### src/rtl/s27_seq_harness.sv
// Sequential harness around the split s27 core: LFSR drives pi0..pi3, a 3-bit state register closes the loop, MISR compacts po0..po3.
// Latency: start at edge t, vector 0 presented in cycle t+1, NUM_VECTORS RUN cycles, done from the cycle after the last vector edge.
// Backpressure: none; the core is purely combinational and start is ignored while a run is in progress.
module s27_seq_harness #(
    parameter int unsigned  NUM_VECTORS = 256,
    parameter logic [15:0]  SEED        = 16'hACE1,
    parameter logic [15:0]  GOLDEN      = 16'h0000
) (
    input  logic        clk,
    input  logic        rst_n,
    input  logic        start,
    output logic [6:0]  core_pi,
    input  logic [3:0]  core_po,
    output logic        busy,
    output logic        done,
    output logic [15:0] signature,
    output logic        sig_match,
    output logic [15:0] vec_count
);

    // An all-zero LFSR would lock up, so a zero seed is replaced by 1.
    localparam logic [15:0] LP_SEED = (SEED == 16'h0000) ? 16'h0001 : SEED;
    // A zero-length run is meaningless; it behaves as a single vector.
    localparam logic [15:0] LP_NUM_VEC = (NUM_VECTORS == 0) ? 16'd1 : 16'(NUM_VECTORS);

    typedef enum logic [1:0] {
        ST_IDLE = 2'd0,
        ST_RUN  = 2'd1,
        ST_DONE = 2'd2
    } state_t;

    state_t      r_fsm;
    state_t      w_fsm_nxt;
    logic [15:0] r_lfsr;
    logic [2:0]  r_state;
    logic [15:0] r_misr;
    logic [15:0] r_vec_cnt;

    logic        w_lfsr_fb;
    logic        w_misr_fb;
    logic [15:0] w_lfsr_nxt;
    logic [15:0] w_misr_nxt;
    logic [15:0] w_vec_inc;
    logic        w_last_vec;
    logic        w_reload;
    logic        w_run;

    assign w_run      = (r_fsm == ST_RUN);
    // A start seen outside RUN reloads the whole datapath for a fresh run.
    assign w_reload   = start && !w_run;

    assign w_lfsr_fb  = r_lfsr[15] ^ r_lfsr[13] ^ r_lfsr[12] ^ r_lfsr[10];
    assign w_lfsr_nxt = {r_lfsr[14:0], w_lfsr_fb};
    assign w_misr_fb  = r_misr[15] ^ r_misr[13] ^ r_misr[12] ^ r_misr[10];
    assign w_misr_nxt = {r_misr[14:0], w_misr_fb} ^ {12'h000, core_po};
    assign w_vec_inc  = r_vec_cnt + 16'd1;
    assign w_last_vec = (w_vec_inc == LP_NUM_VEC);

    // FSM state register.
    always_ff @(posedge clk or negedge rst_n) begin
        if (!rst_n) begin
            r_fsm <= ST_IDLE;
        end else begin
            r_fsm <= w_fsm_nxt;
        end
    end

    // Next-state logic: RUN ends on the edge that applies the final vector.
    always_comb begin
        w_fsm_nxt = r_fsm;
        case (r_fsm)
            ST_IDLE: if (start)      w_fsm_nxt = ST_RUN;
            ST_RUN:  if (w_last_vec) w_fsm_nxt = ST_DONE;
            ST_DONE: if (start)      w_fsm_nxt = ST_RUN;
            default:                 w_fsm_nxt = ST_IDLE;
        endcase
    end

    // Datapath: reload on run entry, step once per RUN cycle, hold otherwise.
    always_ff @(posedge clk or negedge rst_n) begin
        if (!rst_n) begin
            r_lfsr    <= LP_SEED;
            r_state   <= 3'b000;
            r_misr    <= 16'h0000;
            r_vec_cnt <= 16'd0;
        end else if (w_reload) begin
            r_lfsr    <= LP_SEED;
            r_state   <= 3'b000;
            r_misr    <= 16'h0000;
            r_vec_cnt <= 16'd0;
        end else if (w_run) begin
            r_lfsr    <= w_lfsr_nxt;
            r_state   <= core_po[3:1];
            r_misr    <= w_misr_nxt;
            r_vec_cnt <= w_vec_inc;
        end
    end

    assign core_pi   = {r_state, r_lfsr[3:0]};
    assign busy      = w_run;
    assign done      = (r_fsm == ST_DONE);
    assign signature = r_misr;
    assign sig_match = done && (r_misr == GOLDEN);
    assign vec_count = r_vec_cnt;

endmodule
### config.mk
export PLATFORM = sky130hd
export DESIGN_NAME = s27_seq_harness
export DESIGN_NICKNAME = d
export VERILOG_FILES = /design/src/rtl/s27_seq_harness.sv
export SDC_FILE = /design/constraint.sdc
export NUM_CORES = 1
export LEC_CHECK = 0
export BUFFER_PORTS_ARGS = -buffer_cell sky130_fd_sc_hd__buf_2
export CAP_MARGIN = 30
export CELL_PAD_IN_SITES_DETAIL_PLACEMENT = 1
export CELL_PAD_IN_SITES_GLOBAL_PLACEMENT = 1
export CORE_MARGIN = 8
export CORE_UTILIZATION = 25
export CTS_BUF_LIST = sky130_fd_sc_hd__clkbuf_2
export CTS_CLUSTER_SIZE = 8
export DETAILED_ROUTE_END_ITERATION = 16
export PLACE_DENSITY_LB_ADDON = 0.1
export SLEW_MARGIN = 10
export SYNTH_ARGS = -nofsm -noshare
export SYNTH_HDL_FRONTEND = slang
export SYNTH_SLANG_ARGS = --single-unit
export TNS_END_PERCENT = 50
### constraint.sdc
create_clock -name clk -period 4.94 [get_ports clk]
set_clock_uncertainty 0.05 [all_clocks]
set_input_delay 0.741 -clock clk [delete_from_list [all_inputs] [get_ports clk]]
set_output_delay 0.741 -clock clk [all_outputs]
set_load 0.005 [all_outputs]
# Word level (Yosys, flattened, before mapping)
# Index checks and enable logic that the tools add are counted.
[totals] register_bits=53
[op_classes] n_addsub=1 eq_ne=5 muxes=11 n_bitwise=7 reduce_logical=8
[op_table] op="16-bit 2-to-1 mux" count=6
[op_table] op="16-bit by 1-bit adder with 16-bit output (second input constant)" count=1
[op_table] op="16-bit by 9-bit equality test with 1-bit output (second input constant)" count=1
[op_table] op="16-bit logical NOT" count=1
[op_table] op="16-bit by 4-bit XOR with 16-bit output" count=1
[op_table] op="3-bit 2-to-1 mux" count=2
[op_table] op="1-bit XOR" count=6
[op_table] op="2-bit 2-to-1 mux" count=2
[op_table] op="2-bit one-hot mux with 2 select lines" count=1
[op_table] op="2-bit by 1-bit equality test with 1-bit output (second input constant)" count=1
[op_table] op="2-bit equality test (second input constant)" count=1
[op_table] op="1-bit logical AND" count=2
[op_table] op="2-bit logical NOT" count=1
[op_table] op="2-bit by 1-bit != test with 1-bit output (second input constant)" count=1
[op_table] op="2-bit != test (second input constant)" count=1
[op_table] op="2-bit AND reduction" count=1
[op_table] op="2-bit nonzero test" count=1
[op_table] op="2-bit OR reduction" count=1
[op_table] op="1-bit logical NOT" count=1

# Depth between registers and ports, before layout
[depth] ltp_word=6 mapped_depth=8

# Worst setup path after synthesis
# No wires, ideal clock.
[synth_timing] path_type="register -> register" startpoint="register r_vec_cnt[0] (netlist: vec_count[0])" endpoint="register r_fsm[0]" arrival_ns=1.859 setup_slack_ns=2.895 path_stages_with_launch=8 path_buffers=1 synth_period_minus_slack_ns=2.045 cell_sequence="dfrtp_1 > ha_1 > buf_2 > nand3_4 > or3_1 > a221o_1 > nor3_2 > o22ai_1"
[synth_via] elab_chain_len=4
[synth_lines] item="start, declared" line_no="37" rtl="logic [15:0] r_vec_cnt;"
[synth_lines] item="start signal, assigned" line_no="95" rtl="r_vec_cnt <= w_vec_inc;"
[synth_lines] item="16-bit by 1-bit adder with 16-bit output" line_no="56" rtl="assign w_vec_inc = r_vec_cnt + 16'd1;"
[synth_lines] item="16-bit by 9-bit equality test with 1-bit output" line_no="57" rtl="assign w_last_vec = (w_vec_inc == LP_NUM_VEC);"
[synth_lines] item="2-bit != test (no source line)"
[synth_lines] item="2-bit AND reduction (no source line)"
[synth_lines] item="end signal, assigned" line_no="64" rtl="r_fsm <= w_fsm_nxt;"
[synth_lines] item="end, declared" line_no="32" rtl="state_t r_fsm;"
# No other way between the ends.
# A chain may end at the register's enable or synchronous reset.

# Worst setup path in the final report
[layout_timing] startpoint="register r_fsm[1]" endpoint="output port busy"
[layout_via] elab_chain_len=1
[layout_lines] item="2-bit by 1-bit equality test with 1-bit output" line_no="48" rtl="assign w_run = (r_fsm == ST_RUN);"
[layout_lines] item="end, declared" line_no="14" rtl="output logic busy,"
# No other way between the ends.

==> summary.txt <==
Outcome
  – Status: finished, final reports clean

Global routing
  – Initial antenna violation count: 0
  – Overall Global Routing Usage: 0.115
  – Largest net degree at the start of global routing: 63
  – Vias in the first global route: 2492
  – Gr ovfl total: 0
  – First-pass GRT wire length: 13700 um

CTS
  – Post-CTS Repair Setup Buffers: 0
  – H-tree depth: 2
  – Worst skew pair latency: 0.44 ns
  – CTS Hold Bufs: 0
  – Clock Path Buffers: 2
  – Total CTS buffers: 5
  – CTS Root Cell: clkbuf_2
  – CTS Sinks: 53
  – CTS resizes: 0
  – CTS tree: yes
  – Clock slew at reported path FFs: 0.28 ns

Final layout
  – Share of cells above drive strength 1: 0.223
  – Area Overhead vs Synth: 14.6%
  – Nets: 354
  – Fill count: 1297
  – Antenna diodes: 0

Critical path
  – Critical path type: register to primary output
  – R2r setup slk: 2.58 ns
  – CP Capture Type: primary output
  – Crit path DAT: 1.75 ns
  – Reg2Reg Depth: 7
  – Required @ worst endpoint: 4.15 ns
  – FF-to-FF End: r_fsm[0]
  – CP Launch Type: register
  – Worst-path fanout max: 40
  – Critical R2R Launch: vec_count[0]

Drt
  – Per-cell routed wire length: 16.6 um
  – Drt pass-1 iters: 4
  – Initial DRC Count: 118
  – Post-route ant nets: 0
  – DR DRC count: 0
  – Total number of vias: 2360
  – Routed WL: 8070 um
  – Via density: 4.86

Timing
  – Rel. slew slack: 0.512
  – Max Freq: 394 MHz
  – Final hold vios: 0
  – RSZ-0062 raised after global routing: no
  – Worst-margin pin slew: 0.731 ns
  – Final setup TNS: 0 ns
  – Tmin final: 2.54 ns
  – Final setup vio count: 0
  – Final Max Tran Viols: 0
  – Tcrit/Tclk final: 0.514

Place
  – Port Buf Inserts: 48
  – Final GP Congestion: 0.724
  – DP HPWL: 5380 um

Pwr
  – Peak VDD IR: 0.101 mV
  – Total power: 0.000987 W
  – Leakage: 1.40 nW
  – Power per Cell Area: 317 mW/mm^2

Logic synthesis
  – Yosys cell types: 42
  – Average size of a mapped cell: 8.71 um^2
  – Mapped cell area: 0.00272 mm^2
  – Net count after synthesis: 321
  – Share of the yosys chip area belonging to registers: 0.492
  – Async SR Flop Fraction: 1.00
  – Synth Flop Type: dfrtp_1
  – Post-synth EDFFs: 0
  – Yosys warns: 0
  – Cells after Synth: 312
  – Number of synthesized register bits: 53

Floorplan
  – Die H: 120 um
  – Initial Utilization: 0.253
  – Core Footprint: 0.0107 mm^2
  – Row Count: 38
  – I/O pin total: 49
  – Total Die Area: 0.0145 mm^2
  – Die width: 120 um

Worst hold path
  – Hold crit path type: input pin to asynchronous set/reset pin

Flow run
  – MaxCap Viol Count: 0
[how the worst max path moves through the flow]
stage                 startpoint      endpoint  slack, ns  cells past startpoint
finish                  r_fsm[1]          busy       2.40                      4
floorplan           vec_count[0]      r_fsm[0]       2.89                      7
global route            r_fsm[1]          busy       2.24                      4
global placement           start  vec_count[6]       2.59                      4
detailed placement  vec_count[0]      r_fsm[0]       2.57                      7
CTS                     r_fsm[1]          busy       2.32                      4
[metal layers]
| layer | track usage | part of all wire | vias to the layer above |
|---|---|---|---|
| met5 | 0 | 0 | - |
| met4 | 0.0258 | 0.0071 | 0 |
| met3 | 0.0205 | 0.030 | 5 |
| met1 | 0.155 | 0.50 | 1182 |
| li1 | - | - | 1145 |
| met2 | 0.187 | 0.47 | 28 |
[Yosys cell counts, drive strengths merged, types with 2 or more instances]
| cell type | n | share of area |
|---|---|---|
| inv | 2 | 0.0028 |
| a21oi | 7 | 0.013 |
| dfstp | 8 | 0.077 |
| xnor2 | 11 | 0.035 |
| dfrtp | 45 | 0.41 |
| or3 | 2 | 0.0046 |
| nor3 | 3 | 0.0092 |
| nand2 | 74 | 0.10 |
| and4 | 2 | 0.0064 |
| nor2 | 14 | 0.019 |
| xor2 | 2 | 0.0064 |
| nor4 | 6 | 0.016 |
| a31oi | 4 | 0.0092 |
| o41ai | 4 | 0.013 |
| nand3 | 38 | 0.075 |
| nand4 | 4 | 0.017 |
| clkbuf | 14 | 0.019 |
| o31ai | 5 | 0.014 |
| ha | 2 | 0.0092 |
| buf | 13 | 0.028 |
| and3 | 4 | 0.0092 |
| o21ai | 36 | 0.066 |
[final cells by class]
class,count,area (um^2),area share
clock buffer,6,30.0,0.00964
multi-input combinational,230,1250,0.401
clock inverter,2,15.0,0.00482
inverter,2,7.51,0.00241
tap,140,175,0.0562
sequential,53,1340,0.429
timing repair buffer,53,302,0.0968
[sequential cells by signal, indices dropped and copies added, names as in the netlist]
name and flops:
r_fsm 2, r_lfsr 16, r_state 3, signature 16
vec_count 16
[power by group]
| group | switching [W] | leakage (nW) | internal (W) | total, W |
|---|---|---|---|---|
| combinational | 0.000104 | 0.732 | 0.000107 | 0.000212 |
| clock | 0.000148 | 0.0252 | 0.0000364 | 0.000184 |
| sequential | 0.0000871 | 0.638 | 0.000504 | 0.000591 |
[through the flow]
| stage | hold WS, ns | util | cell area (um^2) | setup WS, ns | instances |
|---|---|---|---|---|---|
| floorplan | 0.382 | - | 2720 | 2.89 | 312 |
| global placement | 0.396 | 0.282 | 3030 | 2.59 | 476 |
| detailed placement | 0.398 | 0.286 | 3070 | 2.57 | 478 |
| CTS | 0.320 | 0.290 | 3110 | 2.32 | 486 |
| global route | 0.350 | 0.290 | 3110 | 2.24 | 486 |
| finish | 0.335 | 0.290 | 3110 | 2.40 | 486 |
[cells by family after synthesis]
family | after synthesis | share of synthesized area
simple gates | 152 | 0.271
buf+inv | 29 | 0.0497
xor+xnor | 13 | 0.0419
flops | 53 | 0.492
compound gates | 63 | 0.136
fa+ha+maj | 2 | 0.00921
[worst max-delay path, cell delays in order (launching register included)]
cell      delay (ns)
dfrtp_1         0.45
nand2b_2        0.18
inv_1           0.07
buf_4           0.40
buf_2           0.20
[cell usage in the layout, fill, tap and decap left out, types with 2 or more instances in the layout]
cell and instances:
buf_2 48, nand3_1 37, and4_1 2, nand2_1 74
xnor2_1 11, and3_1 4, clkinvlp_4 2, clkbuf_2 6
a21oi_1 7, nor2_1 14, inv_1 2, o41ai_1 4
a31oi_1 4, nor4_1 5, dfstp_2 8, xor2_1 2
nor3_2 2, ha_1 2, buf_4 3, nand4_1 2
o21ai_0 33, or3_1 2, o31ai_1 5, dfrtp_1 45
o21ai_1 3
No activity file was read; power rests on OpenSTA's default activity.
